===== config.mk =====
export PLATFORM = sky130hd
export DESIGN_NAME = seg_monitor_flat
export DESIGN_NICKNAME = d
export VERILOG_FILES = /design/src/rtl/seg_pkg.sv /design/src/rtl/seg_monitor_if.sv /design/src/rtl/seg_sat_counter.sv /design/src/rtl/seg_monitor.sv /design/src/flat_wrapper.sv
export SDC_FILE = /design/constraint.sdc
export NUM_CORES = 1
export LEC_CHECK = 0
export CORE_AREA = 2 2 133 135
export CTS_CLUSTER_SIZE = 12
export DETAILED_ROUTE_END_ITERATION = 10
export DIE_AREA = 0 0 135 137
export PLACE_DENSITY = 0.52
export SYNTH_ARGS = -nofsm -noshare
export SYNTH_HDL_FRONTEND = slang
export SYNTH_HIERARCHICAL = 1
export SYNTH_SLANG_ARGS = --single-unit
export TNS_END_PERCENT = 100

===== constraint.sdc =====
create_clock -name clock -period 4.7 [get_ports clock]
set_input_delay 0.47 -clock clock [delete_from_list [all_inputs] [get_ports clock]]
set_output_delay 0.47 -clock clock [all_outputs]
set_load 0.02 [all_outputs]

===== src/rtl/seg_pkg.sv =====
// Shared definitions for the segment FSM monitor: state codes, tracker states, step rules.
package seg_pkg;

  localparam int unsigned STATE_W    = 3;
  localparam int unsigned NUM_STATES = 5;

  // Upstream segment FSM state codes; 5..7 are illegal
  typedef enum logic [STATE_W-1:0] {
    ST_A = 3'd0,
    ST_B = 3'd1,
    ST_C = 3'd2,
    ST_D = 3'd3,
    ST_E = 3'd4
  } seg_state_e;

  // Monitor tracker FSM
  typedef enum logic [1:0] {
    T_IDLE,
    T_TRACK,
    T_TRAPPED,
    T_FAULT
  } trk_state_e;

  // Progress through a B -> C -> B loop
  typedef enum logic [1:0] {
    LP_NONE,
    LP_B,
    LP_BC
  } loop_ph_e;

  function automatic logic is_legal_code(input logic [STATE_W-1:0] code);
    return 32'(code) < NUM_STATES;
  endfunction

  function automatic logic is_legal_step(input logic [STATE_W-1:0] prev,
                                         input logic [STATE_W-1:0] nxt);
    logic ok;
    ok = 1'b0;
    case (prev)
      ST_A:    ok = (nxt == ST_A) || (nxt == ST_B);
      ST_B:    ok = (nxt == ST_C) || (nxt == ST_D);
      ST_C:    ok = (nxt == ST_B);
      ST_D:    ok = (nxt == ST_E);
      ST_E:    ok = (nxt == ST_E);
      default: ok = 1'b0;
    endcase
    return ok;
  endfunction

endpackage


===== src/rtl/seg_monitor_if.sv =====
// Sample input and status output bundle of the segment monitor.
interface seg_monitor_if
  import seg_pkg::*;
#(
  parameter int unsigned CNT_W = 16
);
  logic               in_valid;
  logic [STATE_W-1:0] in_state;
  logic               clear;
  logic               trap;
  logic               err_code;
  logic               err_step;
  logic               err_first;
  logic [CNT_W-1:0]   loop_cnt;
  logic [CNT_W-1:0]   dwell_a;
  logic [CNT_W-1:0]   max_dwell_a;
  logic [CNT_W-1:0]   sample_cnt;
  trk_state_e         trk_state;   // tracker position, for the debug status bus

  modport master (
    output in_valid, in_state, clear,
    input  trap, err_code, err_step, err_first,
    input  loop_cnt, dwell_a, max_dwell_a, sample_cnt, trk_state
  );

  modport slave (
    input  in_valid, in_state, clear,
    output trap, err_code, err_step, err_first,
    output loop_cnt, dwell_a, max_dwell_a, sample_cnt, trk_state
  );
endinterface


===== src/rtl/seg_sat_counter.sv =====
// Saturating up-counter with synchronous zero taking priority over increment.
module seg_sat_counter #(
  parameter int unsigned CNT_W = 16
) (
  input  logic             clock,
  input  logic             reset_n,
  input  logic             inc,
  input  logic             zero,
  output logic [CNT_W-1:0] count
);
  logic [CNT_W-1:0] cnt_q, cnt_d;

  // Next count: zero wins, increment stops at all-ones
  always_comb begin
    cnt_d = cnt_q;
    if (zero)
      cnt_d = '0;
    else if (inc && (cnt_q != '1))
      cnt_d = cnt_q + 1'b1;
  end

  // Count register
  always_ff @(posedge clock or negedge reset_n) begin
    if (!reset_n) cnt_q <= '0;
    else          cnt_q <= cnt_d;
  end

  assign count = cnt_q;
endmodule


===== src/rtl/seg_monitor.sv =====
// Checker downstream of the five-state segment FSM: step legality, trap entry,
// B-C-B loop counting and A dwell statistics.
module seg_monitor
  import seg_pkg::*;
#(
  parameter int unsigned CNT_W = 16
) (
  input  logic   clock,
  input  logic   reset_n,
  seg_monitor_if.slave bus
);
  trk_state_e         trk_q, trk_d;
  loop_ph_e           ph_q, ph_d;
  logic [STATE_W-1:0] prev_q, prev_d;
  logic               trap_q, trap_d;
  logic               ecode_q, ecode_d;
  logic               estep_q, estep_d;
  logic               efirst_q, efirst_d;
  logic [CNT_W-1:0]   max_q, max_d;
  logic [CNT_W-1:0]   dwell, dwell_nxt;
  logic               acc, is_a, code_ok, loop_inc, dwell_inc, dwell_zero;

  assign acc     = bus.in_valid && !bus.clear;
  assign code_ok = is_legal_code(bus.in_state);
  assign is_a    = (bus.in_state == ST_A);

  // Tracker next state, sticky flags and loop phase
  always_comb begin
    trk_d    = trk_q;
    ph_d     = ph_q;
    prev_d   = prev_q;
    trap_d   = trap_q;
    ecode_d  = ecode_q;
    estep_d  = estep_q;
    efirst_d = efirst_q;
    loop_inc = 1'b0;
    if (bus.clear) begin
      trk_d    = T_IDLE;
      ph_d     = LP_NONE;
      prev_d   = ST_A;
      trap_d   = 1'b0;
      ecode_d  = 1'b0;
      estep_d  = 1'b0;
      efirst_d = 1'b0;
    end else if (bus.in_valid) begin
      // The closing B of one loop is also the opening B of the next
      if (code_ok && bus.in_state == ST_B) begin
        loop_inc = (ph_q == LP_BC);
        ph_d     = LP_B;
      end else if (code_ok && bus.in_state == ST_C) begin
        ph_d = (ph_q == LP_B) ? LP_BC : LP_NONE;
      end else begin
        ph_d = LP_NONE;
      end

      if (!code_ok) begin
        ecode_d = 1'b1;
        trk_d   = T_FAULT;
      end else begin
        case (trk_q)
          T_IDLE: begin
            prev_d = bus.in_state;
            if (!is_a) efirst_d = 1'b1;
            if (bus.in_state == ST_E) begin
              trap_d = 1'b1;
              trk_d  = T_TRAPPED;
            end else begin
              trk_d = T_TRACK;
            end
          end
          T_TRACK: begin
            prev_d = bus.in_state;
            if (!is_legal_step(prev_q, bus.in_state)) begin
              estep_d = 1'b1;
              trk_d   = T_FAULT;
            end else if (bus.in_state == ST_E) begin
              trap_d = 1'b1;
              trk_d  = T_TRAPPED;
            end
          end
          T_TRAPPED: begin
            prev_d = bus.in_state;
            if (bus.in_state != ST_E) begin
              estep_d = 1'b1;
              trk_d   = T_FAULT;
            end
          end
          default: ;
        endcase
      end
    end
  end

  // Tracker and flag registers
  always_ff @(posedge clock or negedge reset_n) begin
    if (!reset_n) begin
      trk_q    <= T_IDLE;
      ph_q     <= LP_NONE;
      prev_q   <= ST_A;
      trap_q   <= 1'b0;
      ecode_q  <= 1'b0;
      estep_q  <= 1'b0;
      efirst_q <= 1'b0;
    end else begin
      trk_q    <= trk_d;
      ph_q     <= ph_d;
      prev_q   <= prev_d;
      trap_q   <= trap_d;
      ecode_q  <= ecode_d;
      estep_q  <= estep_d;
      efirst_q <= efirst_d;
    end
  end

  assign dwell_inc  = acc && is_a;
  assign dwell_zero = bus.clear || (acc && !is_a);

  // Tracking the counter's next value keeps max_dwell_a level with a live A run
  always_comb begin
    dwell_nxt = dwell;
    if (dwell_zero)
      dwell_nxt = '0;
    else if (dwell_inc && (dwell != '1))
      dwell_nxt = dwell + 1'b1;
    max_d = max_q;
    if (bus.clear)
      max_d = '0;
    else if (dwell_nxt > max_q)
      max_d = dwell_nxt;
  end

  // Longest A run register
  always_ff @(posedge clock or negedge reset_n) begin
    if (!reset_n) max_q <= '0;
    else          max_q <= max_d;
  end

  seg_sat_counter #(.CNT_W(CNT_W)) u_sample_cnt (
    .clock(clock), .reset_n(reset_n), .inc(acc), .zero(bus.clear), .count(bus.sample_cnt)
  );

  seg_sat_counter #(.CNT_W(CNT_W)) u_loop_cnt (
    .clock(clock), .reset_n(reset_n), .inc(loop_inc), .zero(bus.clear), .count(bus.loop_cnt)
  );

  seg_sat_counter #(.CNT_W(CNT_W)) u_dwell_a (
    .clock(clock), .reset_n(reset_n), .inc(dwell_inc), .zero(dwell_zero), .count(dwell)
  );

  assign bus.dwell_a     = dwell;
  assign bus.max_dwell_a = max_q;
  assign bus.trap        = trap_q;
  assign bus.err_code    = ecode_q;
  assign bus.err_step    = estep_q;
  assign bus.err_first   = efirst_q;
  assign bus.trk_state   = trk_q;
endmodule


===== src/flat_wrapper.sv =====
// flat-port wrapper written by rule: the top's interface ports become plain ports
module seg_monitor_flat import seg_pkg::*;
#(
  parameter int unsigned CNT_W = 16
)
  (clock, reset_n, bus_in_valid, bus_in_state, bus_clear, bus_trap, bus_err_code, bus_err_step, bus_err_first, bus_loop_cnt, bus_dwell_a, bus_max_dwell_a, bus_sample_cnt, bus_trk_state);
  seg_monitor_if #(.CNT_W(CNT_W)) bus_i ();
  input  logic clock;
  input  logic reset_n;
  input wire logic [$bits(bus_i.in_valid)-1:0] bus_in_valid;
  input wire logic [$bits(bus_i.in_state)-1:0] bus_in_state;
  input wire logic [$bits(bus_i.clear)-1:0] bus_clear;
  output wire logic [$bits(bus_i.trap)-1:0] bus_trap;
  output wire logic [$bits(bus_i.err_code)-1:0] bus_err_code;
  output wire logic [$bits(bus_i.err_step)-1:0] bus_err_step;
  output wire logic [$bits(bus_i.err_first)-1:0] bus_err_first;
  output wire logic [$bits(bus_i.loop_cnt)-1:0] bus_loop_cnt;
  output wire logic [$bits(bus_i.dwell_a)-1:0] bus_dwell_a;
  output wire logic [$bits(bus_i.max_dwell_a)-1:0] bus_max_dwell_a;
  output wire logic [$bits(bus_i.sample_cnt)-1:0] bus_sample_cnt;
  output wire logic [$bits(bus_i.trk_state)-1:0] bus_trk_state;
  assign bus_i.in_valid = bus_in_valid;
  assign bus_i.in_state = bus_in_state;
  assign bus_i.clear = bus_clear;
  assign bus_trap = bus_i.trap;
  assign bus_err_code = bus_i.err_code;
  assign bus_err_step = bus_i.err_step;
  assign bus_err_first = bus_i.err_first;
  assign bus_loop_cnt = bus_i.loop_cnt;
  assign bus_dwell_a = bus_i.dwell_a;
  assign bus_max_dwell_a = bus_i.max_dwell_a;
  assign bus_sample_cnt = bus_i.sample_cnt;
  assign bus_trk_state = bus_i.trk_state;
  seg_monitor #(.CNT_W(CNT_W)) u_core (.clock(clock), .reset_n(reset_n), .bus(bus_i));
endmodule

==> results of run 1 <==
==> routing by layer <==
metal / wire length, um / up-vias
li1: - / 2189
met1: 6050 / 2181
met2: 6310 / 81
met3: 564 / 13
met4: 203 / 0
met5: 0 / -
==> cells by family (layout without fill, tap and decap cells) <==
kind of cell	after synthesis	count (layout)
flops	75	75
simple gates	232	232
compound gates	117	117
fa+ha+maj	24	24
mux	32	32
buf+inv	49	129
xor+xnor	10	10
==> cells in the mapped netlist (5+ instances only) <==
cell type / number / area share
and4_2: 5 / 0.0099
o31ai_1: 21 / 0.031
and3_1: 6 / 0.0074
dfrtp_1: 75 / 0.37
ha_1: 24 / 0.059
nor3_1: 13 / 0.013
nor2b_1: 17 / 0.021
mux2_1: 12 / 0.027
or3_1: 10 / 0.012
mux2i_1: 7 / 0.014
nand4_1: 24 / 0.030
xor2_1: 8 / 0.014
nand2b_1: 6 / 0.0074
a21oi_1: 43 / 0.043
nand3_1: 15 / 0.015
nor4_1: 11 / 0.014
o21ai_1: 8 / 0.0079
nand2_1: 39 / 0.029
or4_1: 13 / 0.019
nor2_2: 6 / 0.0074
o211ai_1: 7 / 0.010
clkbuf_1: 13 / 0.0097
mux2_2: 12 / 0.027
inv_1: 30 / 0.022
o21ai_0: 14 / 0.014
nor2_1: 30 / 0.022
==> worst paths after layout <==
kind / from / end / slack [ns] / cells after the start
min in group clock: u_core/bus.trap$_DFFE_PN0P_ / u_core/bus.trap$_DFFE_PN0P_ / 0.50 / 2
setup reg to reg: u_core/u_dwell_a/count[0]$_DFFE_PN0P_ / u_core/bus.max_dwell_a[11]$_DFFE_PN0P_ / 0.81 / 14
hold / removal: reset_n / u_core/bus.trk_state[1]$_DFFE_PN0P_ / 0.31 / 1
max in group asynchronous: reset_n / u_core/u_sample_cnt/count[13]$_DFFE_PN0P_ / 3.76 / 1
setup / recovery: bus_in_state[0] / u_core/bus.max_dwell_a[11]$_DFFE_PN0P_ / 0.65 / 14
hold reg to reg: u_core/bus.trap$_DFFE_PN0P_ / u_core/bus.trap$_DFFE_PN0P_ / 0.50 / 2
==> state kept, by name, indices dropped and copies added, names as in the netlist, 2 cells and up <==
name / cells
u_core/prev_q: 3
u_core/ph_q: 2
u_core/bus.max_dwell_a: 16
u_core/u_dwell_a/count: 16
u_core/bus.trk_state: 2
u_core/u_sample_cnt/count: 16
u_core/u_loop_cnt/count: 16
==> where the power goes <==
group	switching, W	leakage (nW)	internal [W]
combinational	0.000106	1.34	0.0000684
sequential	0.0000134	1.04	0.000658
clock	0.000276	0.157	0.000480
==> stage by stage <==
| step | instance area, sq um | total power, W | hold slack [ns] | std cells |
|---|---|---|---|---|
| finish | 6350 | 0.00160 | 0.308 | 844 |
| global placement | 6030 | 0.000855 | 0.485 | 828 |
| CTS | 6350 | 0.00163 | 0.352 | 844 |
| floorplan | 5050 | 0.000790 | 0.174 | 539 |
| global route | 6350 | 0.00168 | 0.399 | 844 |
| detailed placement | 6030 | 0.000860 | 0.488 | 828 |
==> layout by cell type (no fill, tap or decap), types with 4 or more instances in the layout <==
| master | count |
|---|---|
| a31oi_1 | 4 |
| nand3_1 | 15 |
| mux2i_1 | 7 |
| and3_1 | 6 |
| and2_1 | 4 |
| nor3_1 | 13 |
| nor4_1 | 11 |
| o31ai_1 | 21 |
| mux2_1 | 12 |
| or4_2 | 4 |
| ha_1 | 24 |
| o21ai_0 | 14 |
| nor2_1 | 30 |
| a21oi_1 | 43 |
| nand4_1 | 24 |
| nor2_2 | 6 |
| dfrtp_1 | 75 |
| clkbuf_16 | 9 |
| or4_1 | 13 |
| o21ai_1 | 8 |
| nand2_1 | 39 |
| xor2_1 | 8 |
| o211ai_1 | 7 |
| nor4_4 | 4 |
| and4_2 | 5 |
| nor2b_1 | 17 |
| inv_1 | 30 |
| or3_1 | 10 |
| buf_4 | 8 |
| mux2_2 | 12 |
| clkdlybuf4s50_1 | 74 |
| nand2b_1 | 6 |
==> final cells by class <==
type | instances | area, sq um
timing repair buffer | 83 | 806
inverter | 30 | 113
clock buffer | 12 | 246
fill | 1766 | 10700
multi-input combinational | 415 | 2950
sequential | 75 | 1880
tap | 225 | 282
clock inverter | 4 | 73.8
==> critical path: cells and delay by family <==
kind            cells  cell delay, ns
fa+ha+maj           1            0.33
buf+inv             2            0.75
compound gates      1            0.06
simple gates        8            2.14
xor+xnor            1            0.19
mux                 1            0.32
==> metrics, run 1 <==
root buffer cell clkbuf_16; Max IR drop VDD 0.131 mV; Fmax 247 MHz; Post-Syn Area 0.00505 sq mm; Post-synth EDFFs 0; crit path cell chain clkdlybuf4s50_1, or3_4, nor4_4, nand4_1, xor2_1, nor2_2, ha_1, nand4_1, nor4_1, nand4_1, nor2_1, a31oi_2, buf_4, mux2_1; sequential-to-total area share from yosys stat 0.372; via count 4464; CP max-delay cell clkdlybuf4s50_1; Hold Crit Class primary input to asynchronous set/reset pin; main combinational cell family by area after synthesis simple AND/OR/NAND/NOR gates; num rows 48; max-capacitance violation count 0; Yosys warnings 6; PostCTS Resize Cnt 0; met3 GRT Util 0.0289; initial antenna violation count 0; CP Class primary input to register; dpl hpwl slightly above 9000 um; met1 Use GR 0.187; outcome complete, no violations; worst-path maximum fanout 9; Synth Area in XOR/XNOR 0.0173; Worst Skew 0.0107 ns; cell repeated most along the worst path nand4_1; first-pass GRT wire length 21600 um; Starting Density 0.296; largest net degree at the start of global routing 76; DRC Markers 0; FFs w/ async S/R, synth 1.00; Final Max Slew Viols 0; Die X roughly 140 um; # IOs 77; post-synthesis compound-gate area fraction 0.151; Most Crowded Layer GR met2; GPL Wtd Cong 0.851; Worst Path Arrival 4.27 ns; post-route clock period utilization 0.863; Vias/cell 5.29; total core area between 0.015 and 0.02 sq mm; Synth Area in Simple Gates 0.286; total CTS buffers 9; RSZ-0062 raised after global routing false; headroom to the max-slew limit 0.332; clock buffer depth 2; Post-Route Utilization 0.372; Synth Area in Adders 0.0595; die area 0.0185 sq mm; post-route ant nets 0; Hold Buf Count CTS 0; P_leak 2.54 nW; Syn Nets 570; DR pass1 iterations 4; routed wire length 13100 um; ant diodes 0; final setup violation count 0; DR WL/cell 15.6 um; H-tree depth 3; Netlist cell types 65; Top FF cell, synth dfrtp_1; Final Hold Vio Count 0; Power Dens Cells approximately 250 mW/mm^2; clk_lat worst skew 0.34 ns; startpoint types primary input; max incr delay on CP between 0.5 and 0.6 ns; setup slack after layout 0.646 ns; Iteration-0 DRC Markers about 200; Worst Path Required 4.91 ns; Synth Register Bits 75; Least-Margin Pin Slew 1.00 ns; final setup TNS 0 ns; Clock Sinks 75; total global routing overflow 0; GRT Total Usage 0.146; Nets 645; Die H 137 um; Post-CTS Setup Inserts 0; Critical Path End Type register; Clock transition at path regs 0.06 ns; Period minus WS final just over 4 ns; pre-CTS setup slack 0.359 ns; mux share of post-synthesis cell area 0.0704; Layout area overhead 25.7%; layout cells sized above 1 0.118; port bufs 76; Post-Synthesis Cells between 500 and 600; CTS tree built; number of global-route vias before repair 4321; M2 GR Usage 0.240; post-synthesis average cell area 9.37 sq um
No activity file was read; power rests on OpenSTA's default activity.
==> inputs of run 2 (changes only) <==
SKIP_LAST_GASP = 1   (was default)
==> results of run 2 <==
The final DEF is identical to that of run 1; final timing and power are the same.
